<file path="src/rtl/cpu_phase_controller.sv">
// Four-phase multicycle sequencer: FETCH, DECODE, EXECUTE, WRITEBACK.
// Issues on a synchronized step edge or on a run-mode timer.
module cpu_phase_controller #(
  parameter int          RUN_DIV = 25000000,
  parameter logic [3:0]  HALT_OP = 4'hF,
  parameter logic [15:0] WB_MASK = 16'h00FF
) (
  input  logic        clk,
  input  logic        rst,
  input  logic        step_in,
  input  logic        run,
  input  logic [3:0]  codop,
  output logic        fetch_en,
  output logic        decode_en,
  output logic        exec_en,
  output logic        wb_en,
  output logic        reg_we,
  output logic        busy,
  output logic        halted,
  output logic [2:0]  phase,
  output logic [15:0] instr_count
);

  localparam int TW =
    (RUN_DIV > 1) ? $clog2(RUN_DIV) : 1;
  localparam logic [TW-1:0] RELOAD =
    TW'(RUN_DIV - 1);

  typedef enum logic [2:0] {
    IDLE      = 3'd0,
    FETCH     = 3'd1,
    DECODE    = 3'd2,
    EXECUTE   = 3'd3,
    WRITEBACK = 3'd4,
    HALTED    = 3'd5
  } state_t;

  state_t          state;
  logic            s1, s2, s3;
  logic            step_pulse;
  logic [TW-1:0]   timer;
  logic [3:0]      op_q;
  logic [15:0]     count_q;

  assign step_pulse = s2 & ~s3;

  always_ff @(posedge clk) begin
    if (rst) begin
      state   <= IDLE;
      s1      <= 1'b0;
      s2      <= 1'b0;
      s3      <= 1'b0;
      timer   <= RELOAD;
      op_q    <= 4'h0;
      count_q <= 16'h0000;
    end else begin
      s1 <= step_in;
      s2 <= s1;
      s3 <= s2;
      unique case (state)
        IDLE: begin
          if (!run)
            timer <= RELOAD;
          else if (timer != '0)
            timer <= timer - 1'b1;
          if (step_pulse || (run && timer == '0))
            state <= FETCH;
        end
        FETCH:
          state <= DECODE;
        DECODE: begin
          op_q  <= codop;
          state <= EXECUTE;
        end
        EXECUTE:
          state <= (op_q == HALT_OP) ?
                   HALTED : WRITEBACK;
        WRITEBACK: begin
          count_q <= count_q + 16'd1;
          timer   <= RELOAD;
          state   <= IDLE;
        end
        HALTED:
          state <= HALTED;
        default:
          state <= IDLE;
      endcase
    end
  end

  assign fetch_en    = (state == FETCH);
  assign decode_en   = (state == DECODE);
  assign exec_en     = (state == EXECUTE);
  assign wb_en       = (state == WRITEBACK);
  assign reg_we      = wb_en & WB_MASK[op_q];
  assign busy        = fetch_en | decode_en |
                       exec_en | wb_en;
  assign halted      = (state == HALTED);
  assign phase       = state;
  assign instr_count = count_q;

endmodule

</file>
<file path="config.mk">
export PLATFORM = sky130hd
export DESIGN_NAME = cpu_phase_controller
export DESIGN_NICKNAME = d
export VERILOG_FILES = /design/src/rtl/cpu_phase_controller.sv
export SDC_FILE = /design/constraint.sdc
export NUM_CORES = 1
export LEC_CHECK = 0
export BUFFER_PORTS_ARGS = -buffer_cell sky130_fd_sc_hd__buf_2
export CORE_MARGIN = 2
export CORE_UTILIZATION = 40
export DETAILED_ROUTE_END_ITERATION = 7
export PLACE_DENSITY = 0.58
export SYNTH_ARGS = -nofsm -noshare
export SYNTH_HDL_FRONTEND = slang
export SYNTH_SLANG_ARGS = --single-unit
</file>
<file path="constraint.sdc">
create_clock -name clk -period 6.3 [get_ports clk]
set_input_delay 0.315 -clock clk [delete_from_list [all_inputs] [get_ports clk]]
set_output_delay 0.315 -clock clk [all_outputs]
set_load 0.02 [all_outputs]
</file>
# Word level (Yosys, flattened, before mapping)

Memories as Yosys holds them, arrays and structs flattened. A register that Yosys moved wholly into a read port is not among the register bits.
Index checks and enable logic that the tools add are counted.

Bits in registers: 51
Memory bits (read-only): 16
Output and inout bits: 26
Word-level logic and storage cells: 41
Memories: 1

Memory list:

| name            | words | width | read ports | clocked after Yosys merged registers in | write ports | line | RTL |
|---|---|---|---|---|---|---|---|
| (no name shown) | 16    | 1     | 1          | 1                                       | 0           | 95   | `assign reg_we = wb_en & WB_MASK[op_q];` |

Add/subtract/negate cells: 2
Magnitude comparators: 1
Eq/ne operators: 8
Mux-type cells: 9
Bitwise operators: 6
Reduce and logical (&&, ||, !) cells: 7

Operators by type and width:

| operator                                                   | number |
|---|---|
| two-way mux 25 bit                                         | 2 |
| one-hot mux 25 bit (2 select lines)                        | 1 |
| zero test 25 bit                                           | 1 |
| nonzero test 25 bit                                        | 1 |
| subtractor 25 x 1 -> 25 bit, second input constant         | 1 |
| adder 16 x 1 -> 16 bit, second input constant              | 1 |
| one-hot mux 3 bit (5 select lines)                         | 1 |
| two-way mux 4 bit                                          | 2 |
| == test 3 x 2 -> 1 bit, second input constant              | 2 |
| == test 3 bit, second input constant                       | 2 |
| less-than comparator 4 x 5 -> 1 bit, second input constant | 1 |
| == test 4 bit, second input constant                       | 1 |
| == test 3 x 1 -> 1 bit, second input constant              | 1 |
| zero test 3 bit                                            | 1 |
| two-way mux 3 bit                                          | 1 |
| != test 3 bit, second input constant                       | 1 |
| OR 1 bit                                                   | 3 |
| bitwise AND 1 bit                                          | 2 |
| two-way mux 1 bit                                          | 2 |
| != test 2 bit, second input constant                       | 1 |
| AND reduction 2 bit                                        | 1 |
| nonzero test 2 bit                                         | 1 |
| logical AND 1 bit                                          | 1 |
| logical OR 1 bit                                           | 1 |
| NOT 1 bit                                                  | 1 |

# Depth between registers and ports, before layout

Gate-level depths: netlist of run 1.

Word-level depth: 5
Mapped depth: 8

# Worst setup path before layout of run 1

No wires, ideal clock.

Path type: reg2reg
From: register timer[14]
To: register timer[14]
Arrival: 2.287 ns
Data required time: 6.158 ns
Setup slack: 3.870 ns
Cell stages (with the launch flop): 8
Path buffers: 2
Clock period less this slack: 2.430 ns
Cell sequence: dfxtp_1 -> buf_6 -> or4_4 -> or3_4 -> or4_4 -> buf_6 -> a311oi_1 -> a31oi_1

Longest elaborated chain between the ends: 4
Elaborated cells between the ends (all ways): 7
Those cells by class: 1 x add/sub; 1 x eq/ne; 3 x mux; 2 x reduce/logical

RTL lines:

| item                                | line | RTL |
|---|---|---|
| start: declaration                  | 41   | `logic [TW-1:0] timer;` |
| start signal: assignment            | 65   | `timer <= timer - 1'b1;` |
| subtractor 25 x 1 -> 25 bit         | 65   |  |
| two-way mux 25 bit                  | 64   | `else if (timer != '0)` |
| two-way mux 25 bit                  | 62   | `if (!run)` |
| one-hot mux 25 bit (2 select lines) | 60   | `unique case (state)` |

Parallel ways exist; a longest one is shown, timed or not. The select of a mux whose other input is x is not followed.
A chain may end at the register's enable or synchronous reset.

# Final worst setup path of run 1

From: register timer[14]
To: register timer[17]

The elaborated chain is that of the path after synthesis.

==> out/qor.log, run 1 <==
[yosys] most frequent cell after synthesis sky130_fd_sc_hd__dfxtp_1
[sta] Least-Margin Pin Slew 955 ps
[placement] detailed-placement wirelength estimate 4440 um
[sta] post-layout min period 2650 ps
[min_path] class of the most critical hold timing path input port to flop
[worst_setup_path] highest fanout seen on the critical path 13
[die] count of pins on the block boundary 34
[detailed_routing] Total Wirelength 6490 um
[yosys] Post-Synthesis Cell Area 2640 um2
[yosys] area leader, netlist sky130_fd_sc_hd__dfxtp_1
[sta] RSZ-0062 raised after global routing no
[yosys] dominant combinational cell family by area after synthesis simple AND/OR/NAND/NOR gates
[yosys] portion of synthesized cell area occupied by the leading cell type 0.394
[detailed_routing] Iter 0 DRT Violations 144
[yosys] post-synthesis area per instance 8.47 um2
[power] net switching power 0.218 mW
[finish] share of layout cells above drive strength 1 0.151
[grt] first-pass GRT wire length 11100 um
[power] Worst VDD drop 0.000171 V
[grt] pin count of the biggest net entering global routing 51
[placement] final weighted congestion of routability-driven global placement 0.828
[yosys] Adder-Cell Fraction of Synth Area 0.0142
[worst_setup_path] WP data required 6510 ps
[detailed_routing] remaining number of nets flagged by the antenna check after routing 0
[die] area of the die 7270 um2
[sta] fraction of the cycle the final worst path needs 0.420
[sta] Final Slew Violations 0
[power] net switching fraction of the power 0.321
[worst_setup_path] arrival time of the worst setup path 2850 ps
[sta] clock skew 10.7 ps
[worst_setup_path] type of destination of the critical path flop
[yosys] largest cells by area after synthesis sky130_fd_sc_hd__dfxtp_1 (39%), sky130_fd_sc_hd__nor2_1 (5.3%), sky130_fd_sc_hd__a311oi_1 (3.6%)
[placement] I/O Buffers 33
[sta] normalized max-slew margin 0.363
[worst_setup_path] FF-to-FF setup slack 3650 ps
[detailed_routing] drt first pass iters 4
[detailed_routing] DRC violations left 0
[power] power density normalized to cell area 231 nW/um2
[yosys] parity-gate share of the synthesized area counting xor and xnor cells 0.0464
[yosys] leading register cell type out of synthesis sky130_fd_sc_hd__dfxtp_1
[worst_setup_path] critical path buffer and inverter count 0
[yosys] Synth Area in Compound Gates 0.195
[yosys] mux contribution to synthesized area 0.0189
[yosys] number of distinct library cells after synthesis 47
[clock_tree] maximum count of clock buffers along a single path 2
[clock_tree] cts-stage hold buffer count 0
[clock_tree] Root Buffer Master sky130_fd_sc_hd__clkbuf_8
[yosys] count of yosys warnings during synthesis 0
[worst_setup_path] category of the most critical setup path flop to flop
[status] run status complete, no violations
[clock_tree] TritonCTS clock tree built
[worst_setup_path] most frequent CP cell sky130_fd_sc_hd__nor3_2
[worst_setup_path] Cell Chain, Critical Path or4_4 > or3_4 > nor3_2 > nor3_2 > a32o_1
[die] Chip Height 85.3 um
[yosys] sequential-to-total area share from yosys stat 0.394
[sta] Final Hold Violating Endpoints 0
[die] Starting Density 0.414
[yosys] register bit total from synthesis 52
[power] clock network power share 0.300
[finish] final net count 348
[finish] number of diodes 0
[yosys] net count after synthesis 323
[die] core area 6390 um2
[clock_tree] clock transition at the registers of the reported paths 100 ps
[die] Row Count 29
[yosys] leading post-synthesis cells by instance count sky130_fd_sc_hd__dfxtp_1 (52), sky130_fd_sc_hd__nor2_1 (37), sky130_fd_sc_hd__nor3_1 (18)
[worst_setup_path] kind of launch point of the worst setup path flop
[worst_setup_path] family with the most delay on the worst path simple AND/OR/NAND/NOR gates
[yosys] proportion of register bits with asynchronous set or reset after synthesis 0
[yosys] number of synthesized flops with an enable pin 0
[power] Logic pwr share 0.179
[grt] number of antenna violations at the first check in global routing 0
[clock_tree] number of buffers inserted to repair setup after CTS 0
[worst_setup_path] cell with the largest stage delay on the worst path sky130_fd_sc_hd__or4_4
[grt] vias in the first global route 2267
[yosys] Syn Inst Count 312
[grt] combined global-route utilization of all metal layers 0.183
[clock_tree] number of levels the H-tree was split into 2
[flow_run] max_cap viols 0
[die] die width 85.3 um
[worst_setup_path] crit-path max cell delay 590 ps
[detailed_routing] Avg WL per Cell 15.6 um
[power] static power due to leakage 1.03 nW
[clock_tree] clock latency at the later pin of the worst-skew pair 310 ps
[clock_tree] post-cts repair resize count 0
[sta] Max Fclk 378 MHz
[power] P_int 0.461 mW
[finish] end-of-flow core utilization 0.460
[sta] number of setup violations in the final report 0
[sta] final setup TNS 0 ps
[detailed_routing] DR vias 2431
[power] register share of total power 0.521
[clock_tree] CTS buffer count 5
[yosys] area share of and/or/nand/nor cells after synthesis 0.287
[grt] remaining global-route overflow 0
[clock_tree] CTS sink cnt 52
[detailed_routing] routed vias/inst 5.86
[finish] area grow syn2layout 11.3%
-- cells in the final DEF (no fill, tap or decap), types with 2 or more instances in the layout --
cell                       count
sky130_fd_sc_hd__nor3_1       17
sky130_fd_sc_hd__nand3_1      10
sky130_fd_sc_hd__and3b_1       2
sky130_fd_sc_hd__or4_4         2
sky130_fd_sc_hd__a221o_1       4
sky130_fd_sc_hd__xor2_1        3
sky130_fd_sc_hd__or3_1        13
sky130_fd_sc_hd__nor3_2        2
sky130_fd_sc_hd__buf_2        33
sky130_fd_sc_hd__a31oi_1      12
sky130_fd_sc_hd__clkbuf_8      5
sky130_fd_sc_hd__nor3b_1       5
sky130_fd_sc_hd__a311oi_1     11
sky130_fd_sc_hd__o41ai_1       4
sky130_fd_sc_hd__ha_1          3
sky130_fd_sc_hd__buf_4         2
sky130_fd_sc_hd__and2_1        3
sky130_fd_sc_hd__a32o_1        4
sky130_fd_sc_hd__nand2_1      12
sky130_fd_sc_hd__a21oi_1      10
sky130_fd_sc_hd__inv_1        10
sky130_fd_sc_hd__a41oi_1       2
sky130_fd_sc_hd__nor2b_1       6
sky130_fd_sc_hd__and3_1        5
sky130_fd_sc_hd__o21ai_0      12
sky130_fd_sc_hd__mux2i_1       5
sky130_fd_sc_hd__or4_1         3
sky130_fd_sc_hd__nand2b_1      2
sky130_fd_sc_hd__dfxtp_1      52
sky130_fd_sc_hd__xnor2_1      11
sky130_fd_sc_hd__nand4_1       7
sky130_fd_sc_hd__nor4_1        7
sky130_fd_sc_hd__nor2_1       37
sky130_fd_sc_hd__o31ai_1       6
-- kinds of logic after synthesis --
logic type | count (synthesis)
XOR/XNOR | 14
flip-flops | 52
adder cells (fa/ha/maj) | 3
AO/OA/AOI/OAI | 72
AND/OR/NAND/NOR | 139
multiplexers | 5
buffers and inverters | 27
-- final timing paths --
| kind | from | endpoint | cells after the start |
|---|---|---|---|
| worst max-delay path | timer[14] | timer[17] | 5 |
| worst max register to register | timer[14] | timer[17] | 5 |
| worst min register to register | s1 | s2 | 1 |
| worst min-delay path | step_in | s1 | 2 |
-- worst reg2reg max path, delay by kind of cell (launching register included) --
| family | cells | cell delay, ps |
|---|---|---|
| flip-flops | 1 | 400 |
| AO/OA/AOI/OAI | 1 | 300 |
| AND/OR/NAND/NOR | 4 | 1840 |
-- routing by layer --
metal,track usage,wire (um),up-vias
li1,-,-,1224
met1,0.261,3200,1127
met2,0.282,2830,73
met3,0.0379,398,7
met4,0.0491,59,0
met5,0,0,-
-- through the flow --
| stage | cells | hold slack, ps | worst slack [ps] | instance area (um2) | power (mW) |
|---|---|---|---|---|---|
| floorplan | 312 | 414 | 3870 | 2640 | 0.446 |
| global placement | 407 | 444 | 3690 | 2840 | 0.483 |
| detailed placement | 407 | 434 | 3710 | 2840 | 0.483 |
| CTS | 415 | 207 | 3680 | 2940 | 0.686 |
| global route | 415 | 231 | 3480 | 2940 | 0.715 |
| finish | 415 | 213 | 3650 | 2940 | 0.679 |
-- sequential cells by signal (all words and copies together), names as in the netlist, named ones only --
name,flops
op_q,4
phase,3
timer,25
instr_count,16
s2,1
s1,1
s3,1
-- power by group through the flow --
stage                     Sequential, mW  Combinational [mW]  Clock, mW
after floorplan                    0.357              0.0883          0
after global placement             0.362               0.121          0
after detailed placement           0.361               0.121          0
after CTS                          0.354               0.122      0.211
after global routing               0.357               0.135      0.223
final                              0.354               0.122      0.204
-- layout make-up --
cell class                 instances  area [um2]
sequential                        52        1040
timing repair buffer              35         180
fill                             645        3450
tap                               77        96.3
multi-input combinational        233        1490
clock buffer                       5        68.8
inverter                          10        37.5
clock inverter                     3        27.5
No activity file was read; power rests on OpenSTA's default activity.
==> inputs of run 2 (changes only) <==
--- a/config.mk
+++ b/config.mk
@@ -9,7 +9,7 @@
 export CORE_MARGIN = 2
 export CORE_UTILIZATION = 40
 export DETAILED_ROUTE_END_ITERATION = 7
-export PLACE_DENSITY = 0.58
+export PLACE_DENSITY = 0.6
 export SYNTH_ARGS = -nofsm -noshare
 export SYNTH_HDL_FRONTEND = slang
 export SYNTH_SLANG_ARGS = --single-unit
==> constraint.sdc (replaced) <==
create_clock -name clk -period 2.1 [get_ports clk]
set_input_delay 0.105 -clock clk [delete_from_list [all_inputs] [get_ports clk]]
set_output_delay 0.105 -clock clk [all_outputs]
set_load 0.02 [all_outputs]
==> run 2 against run 1 <==
The run now ends with setup timing left. Clock-buffer cell count unchanged. Sequential share of layout area is 6.6 points lower. Global-route usage grew 4.2 points. Critical path type unchanged.
==> out/qor.log, run 2 (synthesis results as in run 1) <==
[status] violated checks setup timing
[detailed_routing] drt first pass iters 4
[finish] final net count 414
[grt] global-route track usage on met1 0.306
[power] Worst VDD drop 0.000410 V
[detailed_routing] remaining number of nets flagged by the antenna check after routing 0
[min_path] worst min-delay path startpoint codop[0]
[sta] Least-Margin Pin Slew 569 ps
[detailed_routing] DR vias 2787
[power] Final Total Pwr 2.30 mW
[die] Chip Height 85.3 um
[sta] fraction of the cycle the final worst path needs 1.07
[power] static power due to leakage 1.40 nW
[grt] fraction of met2 tracks used by global routing 0.337
[detailed_routing] Avg WL per Cell 16.3 um
[clock_tree] clock latency at the later pin of the worst-skew pair 320 ps
[min_path] class of the most critical hold timing path input port to flop
[worst_setup_path] highest fanout seen on the critical path 4
[power] power density normalized to cell area 636 nW/um2
[sta] worst hold margin 35.7 ps
[sta] normalized max-slew margin 0.621
[status] run status complete, but fails checks
[worst_setup_path] WP data required 2360 ps
[detailed_routing] Total Wirelength 7860 um
[detailed_routing] DRC violations left 0
[detailed_routing] routed vias/inst 5.79
[finish] end-of-flow core utilization 0.568
[placement] I/O Buffers 33
[die] count of pins on the block boundary 34
[finish] area grow syn2layout 37.2%
[clock_tree] CTS buffer count 5
[sta] clock skew 10.9 ps
[clock_tree] Root Buffer Master sky130_fd_sc_hd__clkbuf_8
[grt] global routing's busiest layer met2
[sta] worst setup margin -146 ps
[sta] Max Fclk 445 MHz
[die] die width 85.3 um
[clock_tree] CTS sink cnt 52
[detailed_routing] Iter 0 DRT Violations 179
[worst_setup_path] category of the most critical setup path flop to flop
[clock_tree] number of levels the H-tree was split into 2
[flow_run] max_cap viols 0
[grt] met3 capacity usage during global routing 0.0467
[finish] share of layout cells above drive strength 1 0.339
[die] area of the die 7270 um2
[worst_setup_path] worst r2r src timer[17]
[finish] flip-flop count of the largest register, all copies and words added 25
[finish] most frequent cells in the layout sky130_fd_sc_hd__buf_4 (61), sky130_fd_sc_hd__dfxtp_1 (50), sky130_fd_sc_hd__nor2_1 (36)
[grt] remaining global-route overflow 0
[sta] post-layout min period 2250 ps
[worst_setup_path] first element of the critical path timer[17]
[clock_tree] maximum count of clock buffers along a single path 2
[finish] number of diodes 0
[worst_setup_path] kind of launch point of the worst setup path flop
[clock_tree] clock transition at the registers of the reported paths 110 ps
[grt] number of antenna violations at the first check in global routing 0
[grt] vias in the first global route 2684
[die] Row Count 29
[sta] number of setup violations in the final report 21
[grt] combined global-route utilization of all metal layers 0.226
[clock_tree] TritonCTS clock tree built
[grt] pin count of the biggest net entering global routing 50
[die] Starting Density 0.414
[worst_setup_path] FF-to-FF setup slack -150 ps
[worst_setup_path] arrival time of the worst setup path 2510 ps
[die] core area 6390 um2
[sta] Final Hold Violating Endpoints 0
[grt] first-pass GRT wire length 13100 um
[sta] RSZ-0062 raised after global routing yes
[sta] Final Slew Violations 0
[finish] most frequent standard cell in the layout excluding fill and tap cells sky130_fd_sc_hd__buf_4
[worst_setup_path] type of destination of the critical path flop
[sta] final setup TNS -1990 ps
[placement] detailed-placement wirelength estimate 5450 um
[placement] final weighted congestion of routability-driven global placement 0.857
[finish] Largest Register timer
-- run 2: critical path, cell delays in order, from the launching register on --
cell and delay (ps):
sky130_fd_sc_hd__dfxtp_2 340, sky130_fd_sc_hd__or4_4 530, sky130_fd_sc_hd__buf_6 140, sky130_fd_sc_hd__or4_4 410, sky130_fd_sc_hd__or3_1 310, sky130_fd_sc_hd__a2111o_1 400
sky130_fd_sc_hd__o21ai_1 60
-- run 2: final timing paths --
path                to  depth (start not counted)
min            op_q[0]                          3
max          timer[23]                          6
max reg2reg  timer[23]                          6
min reg2reg         s2                          1
-- run 2: per-stage QoR --
stage,std cells,instance area (um2),setup slack [ps]
after floorplan,312,2690,-187
after global placement,464,3310,-282
after detailed placement,464,3310,-286
after CTS,479,3520,-167
after global routing,481,3620,-219
final,481,3620,-146
-- run 2: routing by layer --
layer,up-vias,share of wire
li1,1368,-
met3,21,0.060
met4,0,0.030
met5,-,0
met1,1302,0.46
met2,96,0.45
-- run 2: layout make-up --
| cell class | instances | area [um2] |
|---|---|---|
| Tap cell | 77 | 96.3 |
| Inverter | 10 | 37.5 |
| Clock buffer | 5 | 68.8 |
| Clock inverter | 3 | 46.3 |
| Sequential cell | 52 | 1040 |
| Multi-Input combinational cell | 234 | 1640 |
| Fill cell | 594 | 2760 |
| Timing Repair Buffer | 100 | 689 |
-- run 2: power by group --
| part | switching (mW) | leakage (nW) | internal [mW] |
|---|---|---|---|
| logic | 0.331 | 0.921 | 0.213 |
| clock network | 0.365 | 0.0548 | 0.360 |
| registers | 0.0171 | 0.422 | 1.02 |
-- run 2: timing repair --
| action | CTS | global route |
|---|---|---|
| hold buffers | 1 | 0 |
| cloned | 1 | 0 |
| endpoints found under the setup margin | 29 | 27 |
| setup buffers | 5 | 2 |
| gates resized for setup | 10 | 19 |
| hold endpoints to repair | 1 | 0 |
| pin swaps | 1 | 17 |
==> inputs of run 3 (changes only) <==
--- a/config.mk
+++ b/config.mk
@@ -9,7 +9,7 @@
 export CORE_MARGIN = 2
 export CORE_UTILIZATION = 40
 export DETAILED_ROUTE_END_ITERATION = 7
-export PLACE_DENSITY = 0.6
+export PLACE_DENSITY = 0.73
 export SYNTH_ARGS = -nofsm -noshare
 export SYNTH_HDL_FRONTEND = slang
 export SYNTH_SLANG_ARGS = --single-unit
==> run 3 against run 2 <==
The run still ends with setup timing left. Sequential share of layout area shrank 0.55 points. First-iteration DRC count rose by 110%. Non-clock buffer count increased by 7. Cell area up 2.1%. Total power down 4.6%. Maximum frequency decreased by 3.2%. Via count is 4.9% higher. Register-to-register slack worse by 70 ps. Worst hold slack got worse by 4.9 ps. Critical path type unchanged. Largest power group unchanged. Highest routed layer unchanged.
==> out/qor.log, run 3 (synthesis results as in run 1) <==
[power] power density normalized to cell area 594 nW/um2
[power] static power due to leakage 1.43 nW
[die] die width 85.3 um
[die] Row Count 29
[sta] Final Slew Violations 0
[grt] vias in the first global route 2803
[sta] number of setup violations in the final report 25
[sta] fraction of the cycle the final worst path needs 1.10
[min_path] class of the most critical hold timing path input port to flop
[flow_run] max_cap viols 0
[worst_setup_path] first element of the critical path timer[17]
[clock_tree] number of levels the H-tree was split into 2
[min_path] worst min-delay path startpoint codop[1]
[finish] most frequent cells in the layout sky130_fd_sc_hd__buf_4 (65), sky130_fd_sc_hd__dfxtp_1 (49), sky130_fd_sc_hd__nor2_1 (36)
[placement] detailed-placement wirelength estimate 5140 um
[placement] Cells after DPL 461
[worst_setup_path] type of destination of the critical path flop
[worst_setup_path] critical path buffer and inverter count 4
[detailed_routing] Avg WL per Cell 16.9 um
[sta] RSZ-0062 raised after global routing yes
[detailed_routing] DR vias 2924
[worst_setup_path] crit-path max cell delay 540 ps
[finish] Largest Register timer
[grt] combined global-route utilization of all metal layers 0.224
[grt] met3 capacity usage during global routing 0.0516
[worst_setup_path] most frequent CP cell sky130_fd_sc_hd__buf_6
[die] count of pins on the block boundary 34
[die] area of the die 7270 um2
[sta] post-layout min period 2320 ps
[grt] global routing's busiest layer met2
[finish] post-route design area 3700 um2
[clock_tree] clock transition at the registers of the reported paths 100 ps
[worst_setup_path] kind of launch point of the worst setup path flop
[die] core area 6390 um2
[status] violated checks setup timing
[finish] area grow syn2layout 40.1%
[die] Starting Density 0.414
[clock_tree] CTS sink cnt 52
[sta] worst setup margin -219 ps
[worst_setup_path] cell with the largest stage delay on the worst path sky130_fd_sc_hd__or4_4
[finish] final net count 421
[clock_tree] clock latency at the later pin of the worst-skew pair 310 ps
[sta] Least-Margin Pin Slew 586 ps
[detailed_routing] DRC violations left 0
[detailed_routing] remaining number of nets flagged by the antenna check after routing 0
[detailed_routing] routed vias/inst 5.99
[clock_tree] TritonCTS clock tree built
[worst_setup_path] category of the most critical setup path flop to flop
[clock_tree] maximum count of clock buffers along a single path 2
[grt] first-pass GRT wire length 13400 um
[status] run status complete, but fails checks
[finish] flip-flop count of the largest register, all copies and words added 25
[detailed_routing] Total Wirelength 8230 um
[finish] share of layout cells above drive strength 1 0.353
[clock_tree] CTS buffer count 5
[sta] Max Fclk 431 MHz
[sta] normalized max-slew margin 0.609
[placement] placed inst area 3300 um2
[grt] pin count of the biggest net entering global routing 50
[detailed_routing] drt first pass iters 7
[clock_tree] Root Buffer Master sky130_fd_sc_hd__clkbuf_8
[sta] Final Hold Violating Endpoints 0
[worst_setup_path] arrival time of the worst setup path 2500 ps
[finish] number of diodes 0
[worst_setup_path] WP data required 2280 ps
[grt] remaining global-route overflow 0
[worst_setup_path] worst r2r src timer[17]
[detailed_routing] Iter 0 DRT Violations 384
[power] Worst VDD drop 0.000419 V
[worst_setup_path] highest fanout seen on the critical path 6
[placement] I/O Buffers 33
[power] Final Total Pwr 2.20 mW
[finish] most frequent standard cell in the layout excluding fill and tap cells sky130_fd_sc_hd__buf_4
[worst_setup_path] Cell Chain, Critical Path or4_4 > or3_4 > buf_6 > nor3_4 > buf_6 > buf_6 > buf_6 > or3_1 > a21oi_1
[grt] global-route track usage on met1 0.296
[finish] count of placed standard cells in the final layout, fillers left out 488
[grt] fraction of met2 tracks used by global routing 0.357
[worst_setup_path] family with the most delay on the worst path simple AND/OR/NAND/NOR gates
[die] Chip Height 85.3 um
[sta] clock skew 5.67 ps
[grt] number of antenna violations at the first check in global routing 0
[placement] final weighted congestion of routability-driven global placement 0.891
==> run 3: cell types whose count changed in the layout (fill, tap and decap cells not counted), sizes merged <==
| cell | change |
|---|---|
| bufinv | -1 |
| clkinv | +1 |
| buf | +7 |
==> run 3: power by group <==
group          total [mW]  switching [mW]  internal (mW)
logic               0.570           0.353          0.217
clock network       0.594           0.357          0.238
registers            1.03          0.0150           1.02
total                2.20           0.724           1.47
==> run 3: final cells by class <==
type	count	area (um2)
Multi-Input combinational cell	234	1670
Clock buffer	5	68.8
Clock inverter	3	21.3
Timing Repair Buffer	107	762
Tap cell	77	96.3
Fill cell	530	2690
Inverter	10	37.5
Sequential cell	52	1040
==> run 3: worst paths after layout <==
| kind | cells after the start | endpoint | slack [ps] |
|---|---|---|---|
| setup / recovery | 9 | timer[10] | -220 |
| hold / removal | 3 | op_q[1] | 30 |
| setup reg to reg | 9 | timer[10] | -220 |
| hold reg to reg | 1 | s2 | 460 |
==> run 3: worst register-to-register path: stages, from the launching register on <==
cell and delay (ps):
sky130_fd_sc_hd__dfxtp_2 330, sky130_fd_sc_hd__or4_4 540, sky130_fd_sc_hd__or3_4 410, sky130_fd_sc_hd__buf_6 140, sky130_fd_sc_hd__nor3_4 230, sky130_fd_sc_hd__buf_6 170
sky130_fd_sc_hd__buf_6 110, sky130_fd_sc_hd__buf_6 90, sky130_fd_sc_hd__or3_1 110, sky130_fd_sc_hd__a21oi_1 60
==> run 3: timing repair <==
item | 4_1_cts | 5_1_grt
hold buffers | 1 | 0
pin swaps | 5 | 21
setup endpoints to repair | 24 | 30
gates resized for setup | 12 | 20
gates cloned | 0 | 1
hold endpoints to repair | 1 | 0
setup buffers | 10 | 7
==> run 3: per-layer routing <==
layer | up-vias | wire [um]
met4 | 0 | 207
li1 | 1376 | -
met1 | 1370 | 3530
met5 | - | 0
met2 | 154 | 3850
met3 | 24 | 646
==> run 3: metrics by stage <==
step	util	worst slack, ps	setup TNS, ps	hold WS [ps]
2_1_floorplan	-	-187	-2480	233
3_3_place_gp	0.516	-279	-3220	316
3_5_place_dp	0.516	-293	-4020	322
4_1_cts	0.553	-212	-3420	28.3
5_1_grt	0.579	-281	-5300	43.4
6_report	0.579	-219	-3640	30.8
